[config.mk]
export PLATFORM = sky130hd
export DESIGN_NAME = pipe_adder_sv
export DESIGN_NICKNAME = d
export VERILOG_FILES = /design/src/rtl/pipe_adder_pkg.sv /design/src/rtl/adder_seg_sv.sv /design/src/rtl/pipe_adder_sv.sv
export SDC_FILE = /design/constraint.sdc
export NUM_CORES = 1
export LEC_CHECK = 0
export ABC_AREA = 1
export BUFFER_PORTS_ARGS = -buffer_cell sky130_fd_sc_hd__buf_2
export CAP_MARGIN = 20
export CORE_MARGIN = 2
export CORE_UTILIZATION = 45
export DETAILED_ROUTE_END_ITERATION = 8
export PLACE_DENSITY = 0.69
export SETUP_SLACK_MARGIN = 0.2
export SLEW_MARGIN = 20
export SYNTH_ARGS = -nofsm -noshare
export SYNTH_HDL_FRONTEND = slang
export SYNTH_HIERARCHICAL = 1
export SYNTH_SLANG_ARGS = --single-unit
[constraint.sdc]
create_clock -name clk -period 2.3 [get_ports clk]
set_clock_uncertainty 0.1 [all_clocks]
set_input_delay 0.69 -clock clk [delete_from_list [all_inputs] [get_ports clk]]
set_output_delay 0.69 -clock clk [all_outputs]
set_load 0.02 [all_outputs]
[src/rtl/pipe_adder_pkg.sv]
// Shared types and flag helpers for the segmented pipelined add/subtract unit.
package pipe_adder_pkg;

    typedef enum logic {OP_ADD = 1'b0, OP_SUB = 1'b1} op_e;

    // Per-stage side record travelling alongside the partial sum.
    typedef struct packed {
        logic valid;
        op_e  op;
        logic sign_a;
        logic sign_b;
    } stage_rec_t;

    localparam stage_rec_t REC_IDLE = '{valid: 1'b0, op: OP_ADD, sign_a: 1'b0, sign_b: 1'b0};

    function automatic logic unsigned_ovf(input logic carry, input op_e op);
        return carry ^ logic'(op);
    endfunction

    function automatic logic signed_ovf(input logic sign_a, input logic sign_b, input logic sign_s);
        return (sign_a == sign_b) && (sign_s != sign_a);
    endfunction

endpackage

[src/rtl/adder_seg_sv.sv]
// One carry-chain segment: SW-bit add with carry-in, result and carry-out registered.
module adder_seg_sv #(
    parameter int SW = 4
) (
    input  logic          clk,
    input  logic          rst,
    input  logic          i_en,
    input  logic [SW-1:0] i_a,
    input  logic [SW-1:0] i_b,
    input  logic          i_cin,
    output logic [SW-1:0] o_sum,
    output logic          o_cout
);

    logic [SW:0]   w_sum;
    logic [SW-1:0] r_sum;
    logic          r_cout;

    assign w_sum = {1'b0, i_a} + {1'b0, i_b} + {{SW{1'b0}}, i_cin};

    // Segment result register, held while the pipeline is stalled.
    always_ff @(posedge clk) begin
        if (rst) begin
            r_sum  <= {SW{1'b0}};
            r_cout <= 1'b0;
        end else if (i_en) begin
            r_sum  <= w_sum[SW-1:0];
            r_cout <= w_sum[SW];
        end
    end

    assign o_sum  = r_sum;
    assign o_cout = r_cout;

endmodule

[src/rtl/pipe_adder_sv.sv]
// Pipelined add/subtract with valid/ready stream handshake; the carry chain is split
// into STAGES registered segments, with flags and saturation applied after the last one.
module pipe_adder_sv
    import pipe_adder_pkg::*;
#(
    parameter int W      = 8,
    parameter int STAGES = 2,
    parameter bit SIGNED = 1'b0,
    parameter bit SAT    = 1'b0
) (
    input  logic         clk,
    input  logic         rst,
    input  logic         in_valid,
    output logic         in_ready,
    input  logic [W-1:0] x_0,
    input  logic [W-1:0] x_1,
    input  logic         op,
    output logic         out_valid,
    input  logic         out_ready,
    output logic [W-1:0] result,
    output logic         carry,
    output logic         ovf
);

    localparam int SW = W / STAGES;

    if ((STAGES < 1) || ((W % STAGES) != 0)) begin : g_bad_cfg
        $fatal(1, "pipe_adder_sv: W must be a multiple of STAGES and STAGES >= 1");
    end

    op_e        w_op;
    logic [W-1:0] w_b_eff;
    stage_rec_t w_rec0;
    logic       w_adv;

    assign w_op    = op_e'(op);
    assign w_b_eff = (w_op == OP_SUB) ? ~x_1 : x_1;
    assign w_rec0  = '{valid: in_valid, op: w_op, sign_a: x_0[W-1], sign_b: w_b_eff[W-1]};

    for (genvar k = 0; k < STAGES; k++) begin : g_stage
        localparam int HW = (STAGES - k) * SW;

        logic [HW-1:0]         w_a_hi;
        logic [HW-1:0]         w_b_hi;
        logic                  w_cin;
        stage_rec_t            w_rec_in;
        logic [SW-1:0]         w_seg_sum;
        logic                  w_seg_cout;
        logic [(k+1)*SW-1:0]   w_low_out;
        stage_rec_t            r_rec;

        // Finished low segments are skewed forward so the full sum lines up at the end.
        if (k == 0) begin : g_head
            assign w_a_hi    = x_0;
            assign w_b_hi    = w_b_eff;
            assign w_cin     = op;
            assign w_rec_in  = w_rec0;
            assign w_low_out = w_seg_sum;
        end else begin : g_body
            logic [k*SW-1:0] r_low;

            assign w_a_hi    = g_stage[k-1].g_fwd.r_a_hi;
            assign w_b_hi    = g_stage[k-1].g_fwd.r_b_hi;
            assign w_cin     = g_stage[k-1].w_seg_cout;
            assign w_rec_in  = g_stage[k-1].r_rec;
            assign w_low_out = {w_seg_sum, r_low};

            // Skew register for the already-summed lower segments.
            always_ff @(posedge clk) begin
                if (rst) begin
                    r_low <= {(k*SW){1'b0}};
                end else if (w_adv) begin
                    r_low <= g_stage[k-1].w_low_out;
                end
            end
        end

        if (k < STAGES - 1) begin : g_fwd
            logic [HW-SW-1:0] r_a_hi;
            logic [HW-SW-1:0] r_b_hi;

            // Carry the not-yet-added upper operand segments to the next stage.
            always_ff @(posedge clk) begin
                if (rst) begin
                    r_a_hi <= {(HW-SW){1'b0}};
                    r_b_hi <= {(HW-SW){1'b0}};
                end else if (w_adv) begin
                    r_a_hi <= w_a_hi[HW-1:SW];
                    r_b_hi <= w_b_hi[HW-1:SW];
                end
            end
        end

        adder_seg_sv #(.SW(SW)) u_seg (
            .clk    (clk),
            .rst    (rst),
            .i_en   (w_adv),
            .i_a    (w_a_hi[SW-1:0]),
            .i_b    (w_b_hi[SW-1:0]),
            .i_cin  (w_cin),
            .o_sum  (w_seg_sum),
            .o_cout (w_seg_cout)
        );

        // Stage valid/op/sign record; reset discards everything in flight.
        always_ff @(posedge clk) begin
            if (rst) begin
                r_rec <= REC_IDLE;
            end else if (w_adv) begin
                r_rec <= w_rec_in;
            end
        end
    end

    stage_rec_t   w_last;
    logic [W-1:0] w_raw;
    logic         w_carry;
    logic         w_ovf;
    logic [W-1:0] w_result;

    assign w_last  = g_stage[STAGES-1].r_rec;
    assign w_raw   = g_stage[STAGES-1].w_low_out;
    assign w_carry = g_stage[STAGES-1].w_seg_cout;
    assign w_adv   = !w_last.valid || out_ready;

    // Flags always describe the unsaturated operation; saturation only rewrites the result.
    always_comb begin
        w_result = w_raw;
        if (SIGNED) begin
            w_ovf = signed_ovf(w_last.sign_a, w_last.sign_b, w_raw[W-1]);
        end else begin
            w_ovf = unsigned_ovf(w_carry, w_last.op);
        end
        if (SAT && w_ovf) begin
            if (SIGNED) begin
                w_result = w_last.sign_a ? {1'b1, {(W-1){1'b0}}} : {1'b0, {(W-1){1'b1}}};
            end else begin
                w_result = (w_last.op == OP_SUB) ? {W{1'b0}} : {W{1'b1}};
            end
        end else begin
            w_result = w_raw;
        end
    end

    assign in_ready  = w_adv;
    assign out_valid = w_last.valid;
    assign result    = w_result;
    assign carry     = w_carry;
    assign ovf       = w_ovf;

endmodule
==> results of run 1 <==
-- layout make-up --
cell class | count | area share
Timing Repair Buffer | 35 | 0.1102
Tap cell | 33 | 0.02491
Inverter | 29 | 0.06566
Clock buffer | 3 | 0.01358
Multi-Input combinational cell | 132 | 0.4536
Sequential cell | 26 | 0.3140
Clock inverter | 1 | 0.01811
-- report_power, final --
part           switching, mW  internal, mW  leakage, nW
sequential            0.0265         0.498        0.216
clock                  0.130         0.176       0.0279
combinational          0.155         0.115        0.635
total                  0.311         0.790        0.878
-- through the flow --
step,utilization,std cells,instance area [sq um]
2_1_floorplan,-,191,1418
6_report,0.5521,259,1658
5_1_grt,0.5521,259,1658
4_1_cts,0.5521,259,1658
3_5_place_dp,0.5346,255,1605
3_3_place_gp,0.5346,255,1605
-- critical path, cell delays in order --
cell     delay (ns)
buf_2          0.12
inv_1          0.12
nand2_1        0.12
buf_2          0.18
-- logic make-up after synthesis --
group,Yosys count,synth area share
AND/OR/NAND/NOR,88,0.2596
buffers and inverters,33,0.1031
XOR/XNOR,7,0.04356
flip-flops,26,0.3698
adder cells (fa/ha/maj),10,0.1102
AO/OA/AOI/OAI,27,0.1138
-- sequential cells by signal, summed over array words and instances (netlist names) --
name / count
g_stage.u_seg/o_sum: 8
g_stage.g_fwd.r_a_hi: 4
g_stage.g_fwd.r_b_hi: 4
g_stage.g_body.r_low: 4
g_stage.r_rec: 3
g_stage.u_seg/o_cout: 2
out_valid: 1
-- layout by cell type (no fill, tap or decap), types with 6 or more instances in the layout --
master,count
o21bai_1,10
nor2_1,45
ha_1,6
o21ai_1,8
dfxtp_1,26
nand2_1,29
inv_1,24
buf_2,32
a21oi_1,7
nand3_1,8
-- per-layer routing --
layer / up-vias / GRT usage / share of wire
met3: 4 / 0.02597 / 0.034
met4: 0 / 0.08571 / 0.022
li1: 660 / - / -
met1: 517 / 0.2301 / 0.50
met2: 26 / 0.2795 / 0.45
met5: - / 0 / 0
-- how the worst min path moves through the flow --
stage                              startpoint                         end  slack (ns)  cells after the start
floorplan                 g_stage[0].r_rec[3]                   out_valid        0.34                      2
global placement          g_stage[0].r_rec[3]                   out_valid        0.35                      2
detailed placement        g_stage[0].r_rec[3]                   out_valid        0.36                      2
CTS                       g_stage[0].r_rec[3]                   out_valid        0.38                      2
global route        g_stage[0].u_seg/o_sum[1]  g_stage[1].g_body.r_low[1]        0.42                      2
finish                    g_stage[0].r_rec[3]                   out_valid        0.38                      2
==> summary.txt, run 1 <==
Global route
  – Grt total ovfl: 0
  – Initial antenna violation count: 0
  – Largest net degree at the start of global routing: 28
  – GRT Util Overall: 0.1751
  – First-pass GRT wire length: 4795 microns
  – Vias in the first global route: 1185

Yosys
  – Yosys warns: 6
  – Mapped cell area: 1408 sq um
  – Largest cells by area after synthesis: dfxtp_1 37%, nor2_1 12%, nand2_1 7.7%
  – Syn avg cell area: 7.370 sq um
  – Seq/Total Area, Yosys: 0.3698
  – Post-synth EDFFs: 0
  – Post-synth top flop: dfxtp_1
  – Gate Count Post-Synth: about 190
  – Syn_nets: 222
  – Most instantiated cells after synthesis: 45 x nor2_1, 29 x nand2_1, 26 x dfxtp_1, 24 x inv_1, 10 x o21bai_1
  – Unique masters post-synth: 21
  – Yosys top cell area share: 0.3698
  – Count leader, synth: nor2_1
  – Register bit total from synthesis: 26
  – Post-synth ARST share: 0
  – Area leader, netlist: dfxtp_1

Timing
  – Setup violators final: 0
  – Final hold slack: 0.3763 ns
  – Crit share post-route: 0.8762
  – Actual slew at the worst max-slew pin: 0.3577 ns
  – RSZ-0062 raised after global routing: no
  – Min cycle time layout: 2.015 ns
  – Max Freq: 496.2 MHz
  – Final worst slack: 0.2848 ns
  – Post-route setup TNS: 0 ns
  – Slew Viols, Final: 0
  – Fin. Hold Viols: 0
  – Slew HR: 0.7610

Detailed routing
  – Vias per cell: 4.660
  – Remaining DRCs: 0
  – DRT iter0 DRCs: 52
  – DR WL/cell: 9.680 microns
  – Via Count: 1207
  – Initial DRT Pass Iterations: 4
  – DRT Wirelength: 2507 microns
  – Antenna Violating Nets Remaining: 0

Critical path
  – RR Endpoint: g_stage[1].u_seg/o_sum[1]
  – Worst Path Max Fanout: 5
  – Worst Path Arrival: between 1 and 1.5 ns
  – WS Path Type: in2out
  – Req. time, crit path: 1.51 ns
  – RR Startpoint: g_stage[0].g_fwd.r_a_hi[0]
  – Reg2reg setup slack: 0.69 ns
  – CP startpoint kind: input pin
  – CP startpoint: out_ready
  – Critical Path End Type: output port
  – FF-to-FF path depth: 4
  – CP endpoint: in_ready

CTS
  – Clk sinks: 26
  – Inserted Clock Buffers: 3
  – Setup bufs post-CTS: 0
  – TritonCTS clock tree: yes
  – CTS Hold Bufs: 0
  – Root Buffer: clkbuf_4
  – Clk buf depth: 2
  – CTS clk-pin slew, worst paths: 0.14 ns
  – Clock latency on the worst-skew pair: 0.32 ns
  – CTS H-Tree Depth: 1
  – Post-cts sizing count: 0

Floorplanning
  – Row cnt: 20
  – Core ar.: 3003 sq um
  – IO Pins: 33
  – Initial Utilization: 0.4687
  – Die Wd: roughly 60 microns
  – Die Y: approximately 60 microns
  – Die ar.: between 3000 and 4000 sq um

Power
  – Worst vdd ir: 0.2768 mV
  – Power per cell area: 664.1 nW/um^2
  – Total power: 1.101 mW
  – Leak: 0.8785 nW

Layout
  – Layout area overhead: 17.78%
  – FILL cells: 313
  – # diodes: 0
  – Share of cells above drive strength 1: 0.2124
  – Register area: 520.5 sq um
  – Area taken by multi-input logic gates: roughly 750 sq um
  – Total Nets Final: 258

Placement
  – Post-DP HPWL: 1981 microns
  – PortBufs: 32
  – Pre-CTS setup slack: 0.06794 ns
  – Placer Congestion: 0.7831

Worst hold path
  – Worst hold path type: reg2reg

Run
  – Max-cap viol count: 0

Run status
  – Outcome: complete, no violations
No activity file was read; power rests on OpenSTA's default activity.
==> inputs of run 2 (changes only) <==
Settings changed: PLACE_DENSITY 0.69 to 0.78.
==> run 2 against run 1 <==
- core utilization fell by 0.79 points
- die area unchanged
- via count shrank 0.99%
- sequential power about the same
- flip-flop and latch count unchanged
- cell count decreased by 0.39%
- worst hold slack worse by 0.0053 ns
- routed wire length up 3.3%
- largest cell class unchanged
==> summary.txt, run 2 (synthesized netlist as in run 1, its figures left out) <==
Critical path
  – Critical Path, Cell by Cell: buf_2 -> inv_1 -> nand2_1 -> buf_2
  – Top delay family on crit path: buffers and inverters
  – Reg2reg setup slack: 0.70 ns (about the same)
  – RR Endpoint: g_stage[1].u_seg/o_sum[1]
  – Req. time, crit path: 1.51 ns (about the same)
  – CP startpoint: out_ready
  – CP max stage delay: 0.18 ns (about the same)
  – Critical Path End Type: output port
  – Crit. path cell count: 4 (unchanged)
  – FF-to-FF path depth: 4 (unchanged)
  – WP buf/inv: 3 (unchanged)
  – CP endpoint: in_ready
  – RR Startpoint: g_stage[0].g_fwd.r_a_hi[0]
  – CP startpoint kind: input pin
  – Slowest stage cell, crit path: buf_2
  – WS Path Type: in2out
  – Worst Path Arrival: 1.23 ns (about the same)
  – Crit-path most repeated cell: buf_2
  – Worst Path Max Fanout: 5 (unchanged)

Layout
  – Most frequent cells in the layout: 45 x nor2_1, 32 x buf_2, 29 x nand2_1
  – Layout area overhead: 16.09%
  – Post-layout util: 0.5442 (-0.007916)
  – Share of cells above drive strength 1: 0.2089 (-0.003500)
  – # diodes: 0 (unchanged)
  – Largest register FFs: 8 (unchanged)
  – Post-route cell area: 1634 sq um (-1.4%)
  – Most common cell after layout, fill and taps aside: nor2_1
  – Total Nets Final: 257 (-0.39%)

Detailed routing
  – Vias per cell: 4.632 (-0.61%)
  – DRT iter0 DRCs: 46 (-12%)
  – Antenna Violating Nets Remaining: 0 (unchanged)
  – Remaining DRCs: 0 (unchanged)
  – DR WL/cell: 10.03 microns (+3.7%)
  – Initial DRT Pass Iterations: 4 (unchanged)
  – DRT Wirelength: 2589 microns (+3.3%)
  – Via Count: 1195 (-0.99%)

Floorplanning
  – Die Y: 59.93 microns (unchanged)
  – Die Wd: 59.93 microns (unchanged)
  – Die ar.: 3592 sq um (unchanged)
  – Row cnt: 20 (unchanged)
  – Initial Utilization: 0.4687 (unchanged)
  – Core ar.: 3003 sq um (unchanged)
  – IO Pins: 33 (unchanged)

Timing
  – Min cycle time layout: 2.021 ns (+0.006296 ns)
  – Crit share post-route: 0.8789 (+0.002737)
  – Post-route setup TNS: 0 ns (unchanged)
  – Slew HR: 0.7547 (-0.006265)
  – Setup violators final: 0 (unchanged)
  – RSZ-0062 raised after global routing: no
  – Actual slew at the worst max-slew pin: 0.3671 ns (+0.009374 ns)
  – Slew Viols, Final: 0 (unchanged)
  – Fin. Hold Viols: 0 (unchanged)
  – Max Freq: 494.7 MHz (-0.31%)
  – Final hold slack: 0.3710 ns (-0.005284 ns)

CTS
  – CTS H-Tree Depth: 1 (unchanged)
  – Clk buf depth: 2 (unchanged)
  – TritonCTS clock tree: yes
  – Clock latency on the worst-skew pair: 0.33 ns (about the same)
  – Post-cts sizing count: 0 (unchanged)
  – Setup bufs post-CTS: 0 (unchanged)
  – CTS Hold Bufs: 0 (unchanged)
  – Inserted Clock Buffers: 3 (unchanged)
  – Root Buffer: clkbuf_4
  – CTS clk-pin slew, worst paths: 0.13 ns (about the same)
  – Clk sinks: 26 (unchanged)

Global route
  – Initial antenna violation count: 0 (unchanged)
  – Largest net degree at the start of global routing: 28 (unchanged)
  – Grt total ovfl: 0 (unchanged)
  – GRT Util Overall: 0.1602 (-0.01496)
  – Vias in the first global route: 1047 (-12%)
  – First-pass GRT wire length: 4333 microns (-9.6%)

Worst hold path
  – HP Start: g_stage[0].r_rec[3]
  – Worst hold path type: reg2reg

Placement
  – Post-DP HPWL: 1954 microns (-1.3%)
  – PortBufs: 32 (unchanged)
  – Placed cell areas: 1598 sq um (-0.47%)
  – Placer Congestion: 0.8417 (+7.5%)

Power
  – Worst vdd ir: 0.2247 mV (-19%)
  – Leak: 0.8667 nW (-1.3%)
  – Power per cell area: 629.6 nW/um^2 (-5.2%)

Run status
  – Outcome: complete, no violations

Run
  – Max-cap viol count: 0 (unchanged)
-- run 2: changes by cell type in the layout (fill, tap and decap cells not counted), sizes merged --
cell and delta:
buf -1, clkbuf +1, bufinv -1
-- run 2: stage by stage --
step | setup WS [ns] | total power, mW | std cells
global route | 0.2422 | 1.092 | 258
CTS | 0.2727 | 1.035 | 258
detailed placement | 0.06105 | 0.8047 | 254
global placement | 0.09244 | 0.7978 | 254
finish | 0.2785 | 1.029 | 258
floorplan | 0.1735 | 0.7280 | 191
-- run 2: tightest hold or removal path, cell delays in order (launching register included) --
cell and delay (ns):
dfxtp_1 0.32, inv_1 0.06, a21oi_1 0.06
-- run 2: how the worst min path moves through the flow --
stage,cells after the start,end
after floorplan,2,out_valid
after global placement,2,out_valid
after detailed placement,2,out_valid
after CTS,2,out_valid
after global routing,2,out_valid
final,2,out_valid
-- run 2: power breakdown --
part           internal (mW)  switching (mW)  total [mW]
combinational          0.114           0.156       0.271
sequential             0.498          0.0262       0.524
clock                 0.0971           0.137       0.234
-- run 2: area by class of cell --
class | instances | area (sq um)
Multi-Input combinational cell | 132 | 752.0
Sequential cell | 26 | 520.5
Timing Repair Buffer | 34 | 175.2
Tap cell | 33 | 41.29
Inverter | 29 | 108.9
Clock buffer | 4 | 36.28
Fill cell | 307 | 1369
-- run 2: metal layers --
layer  global-route usage  wire (microns)
met1               0.2081            1309
met2               0.2531            1115
met3              0.01732              93
met4              0.09841              70
met5                    0               0
==> inputs of run 3 (changes only) <==
--- a/config.mk
+++ b/config.mk
@@ -7,4 +7,5 @@
 export LEC_CHECK = 0
 export ABC_AREA = 1
+export ABC_CLOCK_PERIOD_IN_PS = 2300
 export BUFFER_PORTS_ARGS = -buffer_cell sky130_fd_sc_hd__buf_2
 export CAP_MARGIN = 20
@@ -12,9 +13,8 @@
 export CORE_UTILIZATION = 45
 export DETAILED_ROUTE_END_ITERATION = 8
-export PLACE_DENSITY = 0.78
+export PLACE_DENSITY = 0.79
 export SETUP_SLACK_MARGIN = 0.2
 export SLEW_MARGIN = 20
 export SYNTH_ARGS = -nofsm -noshare
 export SYNTH_HDL_FRONTEND = slang
-export SYNTH_HIERARCHICAL = 1
 export SYNTH_SLANG_ARGS = --single-unit
==> constraint.sdc (replaced) <==
create_clock -name clk -period 2.3 [get_ports clk]
set_clock_uncertainty 0.1 [all_clocks]
set_input_delay 0.69 -clock clk [delete_from_list [all_inputs] [get_ports clk]]
set_output_delay 0.69 -clock clk [all_outputs]
set_load 0.01 [all_outputs]
==> run 3 against run 2 <==
- synthesized area fell by 9.6%
- sequential power about the same
- via count fell by 13%
- sequential share of layout area up 3.6 points
- count of clock-buffer cells in the layout stayed put
- worst hold slack worse by 0.0084 ns
- die area decreased by 9.0%
- critical endpoint unchanged
==> summary.txt, run 3 <==
Critical path
  – CP startpoint kind: input pin
  – WS Path Type: in2out
  – Reg2reg setup slack: 0.68 ns (-0.02 ns)
  – Slowest stage cell, crit path: nor2_4
  – CP endpoint: in_ready
  – Worst Path Max Fanout: 2 (-3)
  – Worst Path Arrival: 1.11 ns (-0.12 ns)
  – RR Startpoint: g_stage[0].u_seg.o_cout
  – FF-to-FF path depth: 6 (+2)
  – Critical Path End Type: output port
  – Crit-path most repeated cell: buf_2
  – CP max stage delay: 0.13 ns (-0.05 ns)
  – RR Endpoint: g_stage[1].u_seg.o_cout
  – Req. time, crit path: 1.51 ns (about the same)
  – Critical Path, Cell by Cell: buf_2 -> nor2_4 -> inv_4 -> buf_2
  – CP startpoint: out_ready

Global route
  – Initial antenna violation count: 0 (unchanged)
  – Met1 Use GR: 0.2077 (-0.0003173)
  – Grt total ovfl: 0 (unchanged)
  – Vias in the first global route: 919 (-12%)
  – GRT Util Overall: 0.1534 (-0.006752)
  – Global Route met3 Usage: 0.03401 (+0.01670)
  – M2 GR Usage: 0.2447 (-0.008442)
  – Gr busiest metal: met2
  – Largest net degree at the start of global routing: 35 (+25%)
  – First-pass GRT wire length: 3933 microns (-9.2%)

Power
  – Leak: 0.7469 nW (-14%)
  – Power per cell area: 647.1 nW/um^2 (+2.8%)
  – Worst vdd ir: 0.3795 mV (+69%)

Detailed routing
  – DRT Wirelength: 2258 microns (-13%)
  – Vias per cell: 4.783 (+3.3%)
  – DR WL/cell: 10.41 microns (+3.7%)
  – Via Count: 1038 (-13%)
  – Initial DRT Pass Iterations: 4 (unchanged)
  – Remaining DRCs: 0 (unchanged)
  – Antenna Violating Nets Remaining: 0 (unchanged)
  – DRT iter0 DRCs: 12 (-74%)

Timing
  – Actual slew at the worst max-slew pin: 0.3311 ns (-0.03594 ns)
  – Final hold slack: 0.3626 ns (-0.008426 ns)
  – Fin. Hold Viols: 0 (unchanged)
  – Slew HR: 0.7792 (+0.02454)
  – Post-route setup TNS: 0 ns (unchanged)
  – Setup violators final: 0 (unchanged)
  – Slew Viols, Final: 0 (unchanged)
  – Crit share post-route: 0.8269 (-0.05204)
  – Max Freq: 525.8 MHz (+6.3%)
  – RSZ-0062 raised after global routing: no
  – Min cycle time layout: 1.902 ns (-0.1197 ns)

Floorplanning
  – Core ar.: 2710 sq um (-9.7%)
  – Die Wd: 57.18 microns (-4.6%)
  – IO Pins: 33 (unchanged)
  – Die ar.: 3269 sq um (-9.0%)
  – Row cnt: 19 (-5.0%)
  – Die Y: 57.18 microns (-4.6%)
  – Initial Utilization: 0.4695 (+0.0007790)

Yosys
  – Post-synth top flop: dfxtp_1
  – Gate Count Post-Synth: 154 (-19%)
  – Area leader, netlist: dfxtp_1
  – Yosys top cell area share: 0.4090 (+0.03927)
  – Seq/Total Area, Yosys: 0.4090 (+0.03927)
  – Mapped cell area: 1272 sq um (-9.6%)
  – Post-synth ARST share: 0 (unchanged)
  – Syn avg cell area: 8.263 sq um (+12%)
  – Largest cells by area after synthesis: dfxtp_1 41%, nor2_1 7.7%, o21ai_0 7.5%
  – Post-synth EDFFs: 0 (unchanged)
  – Syn_nets: 184 (-17%)
  – Register bit total from synthesis: 26 (unchanged)
  – Yosys warns: 0 (-6)
  – Most instantiated cells after synthesis: 26 x dfxtp_1, 26 x nor2_1, 19 x o21ai_0, 15 x inv_1, 13 x a21oi_1
  – Unique masters post-synth: 23 (+9.5%)

CTS
  – Clk buf depth: 2 (unchanged)
  – Clock latency on the worst-skew pair: 0.30 ns (-0.03 ns)
  – Setup bufs post-CTS: 0 (unchanged)
  – CTS clk-pin slew, worst paths: 0.13 ns (about the same)
  – CTS H-Tree Depth: 1 (unchanged)
  – Clk sinks: 26 (unchanged)
  – Inserted Clock Buffers: 3 (unchanged)
  – Post-cts sizing count: 0 (unchanged)
  – Root Buffer: clkbuf_4
  – CTS Hold Bufs: 0 (unchanged)
  – TritonCTS clock tree: yes

Placement
  – Post-DP HPWL: 1727 microns (-12%)
  – Placer Congestion: 0.7579 (-10%)
  – PortBufs: 32 (unchanged)

Run
  – Max-cap viol count: 0 (unchanged)

Layout
  – Register area: 520.5 sq um (unchanged)
  – Most frequent cells in the layout: 32 x buf_2, 26 x nor2_1, 26 x dfxtp_1
  – Layout area overhead: 15.44%
  – Area taken by multi-input logic gates: 628.1 sq um (-16%)
  – Most common cell after layout, fill and taps aside: buf_2
  – FILL cells: 276 (-10%)
  – # diodes: 0 (unchanged)
  – Total Nets Final: 217 (-16%)
  – Share of cells above drive strength 1: 0.2366 (+0.02767)
  – Largest register FFs: 8 (unchanged)

Worst hold path
  – Worst hold path type: reg2reg

Run status
  – Outcome: complete, no violations
==> run 3: worst min-delay path by stage <==
stage	endpoint	cells after the start	startpoint	slack, ns
floorplan	g_stage[0].r_rec[3]	2	g_stage[0].r_rec[3]	0.33
global placement	g_stage[0].r_rec[3]	2	g_stage[0].r_rec[3]	0.34
detailed placement	g_stage[0].r_rec[3]	2	g_stage[0].r_rec[3]	0.34
CTS	g_stage[0].r_rec[3]	2	g_stage[0].r_rec[3]	0.36
global route	g_stage[0].r_rec[3]	2	g_stage[0].r_rec[3]	0.39
finish	g_stage[0].r_rec[3]	2	g_stage[0].r_rec[3]	0.36
==> run 3: area by class of cell <==
class / count / area share
sequential: 26 / 0.3543
multi-input combinational: 105 / 0.4276
inverter: 16 / 0.04259
clock buffer: 4 / 0.02470
timing repair buffer: 35 / 0.1244
tap: 31 / 0.02641
==> run 3: cells by family after synthesis <==
kind of cell               count (synthesis)  share of synthesized area
AOI/OAI and AO/OA                         41                     0.1691
buffers and inverters                     23                    0.09734
adders and majority gates                  9                     0.1062
and+or+nand+nor                           44                     0.1426
xor gates and xnor gates                  11                    0.07571
DFF                                       26                     0.4090
==> run 3: per-layer routing <==
layer | up-vias | routed length (microns) | share of wire
met5 | - | 0 | 0
met2 | 26 | 1004 | 0.44
met4 | 0 | 33 | 0.015
li1 | 558 | - | -
met3 | 4 | 117 | 0.052
met1 | 450 | 1102 | 0.49
==> run 3: where the power goes <==
part	internal [mW]	total, mW	switching [mW]
registers	0.498	0.523	0.0249
logic	0.0940	0.209	0.115
clock network	0.0966	0.218	0.122
==> run 3: critical path, delay by kind of cell <==
family	cells	cell delay [ns]
buffers and inverters	3	0.28
AND/OR/NAND/NOR	1	0.13
==> run 3: metrics by stage <==
step	setup slack [ns]	cells	total power [mW]	utilization	area, sq um
finish	0.3982	217	0.9506	0.5420	1469
global route	0.3785	217	1.019	0.5420	1469
global placement	0.2063	213	0.7385	0.5286	1433
detailed placement	0.1705	213	0.7444	0.5286	1433
CTS	0.3928	217	0.9609	0.5420	1469
floorplan	0.3146	154	0.6779	-	1272
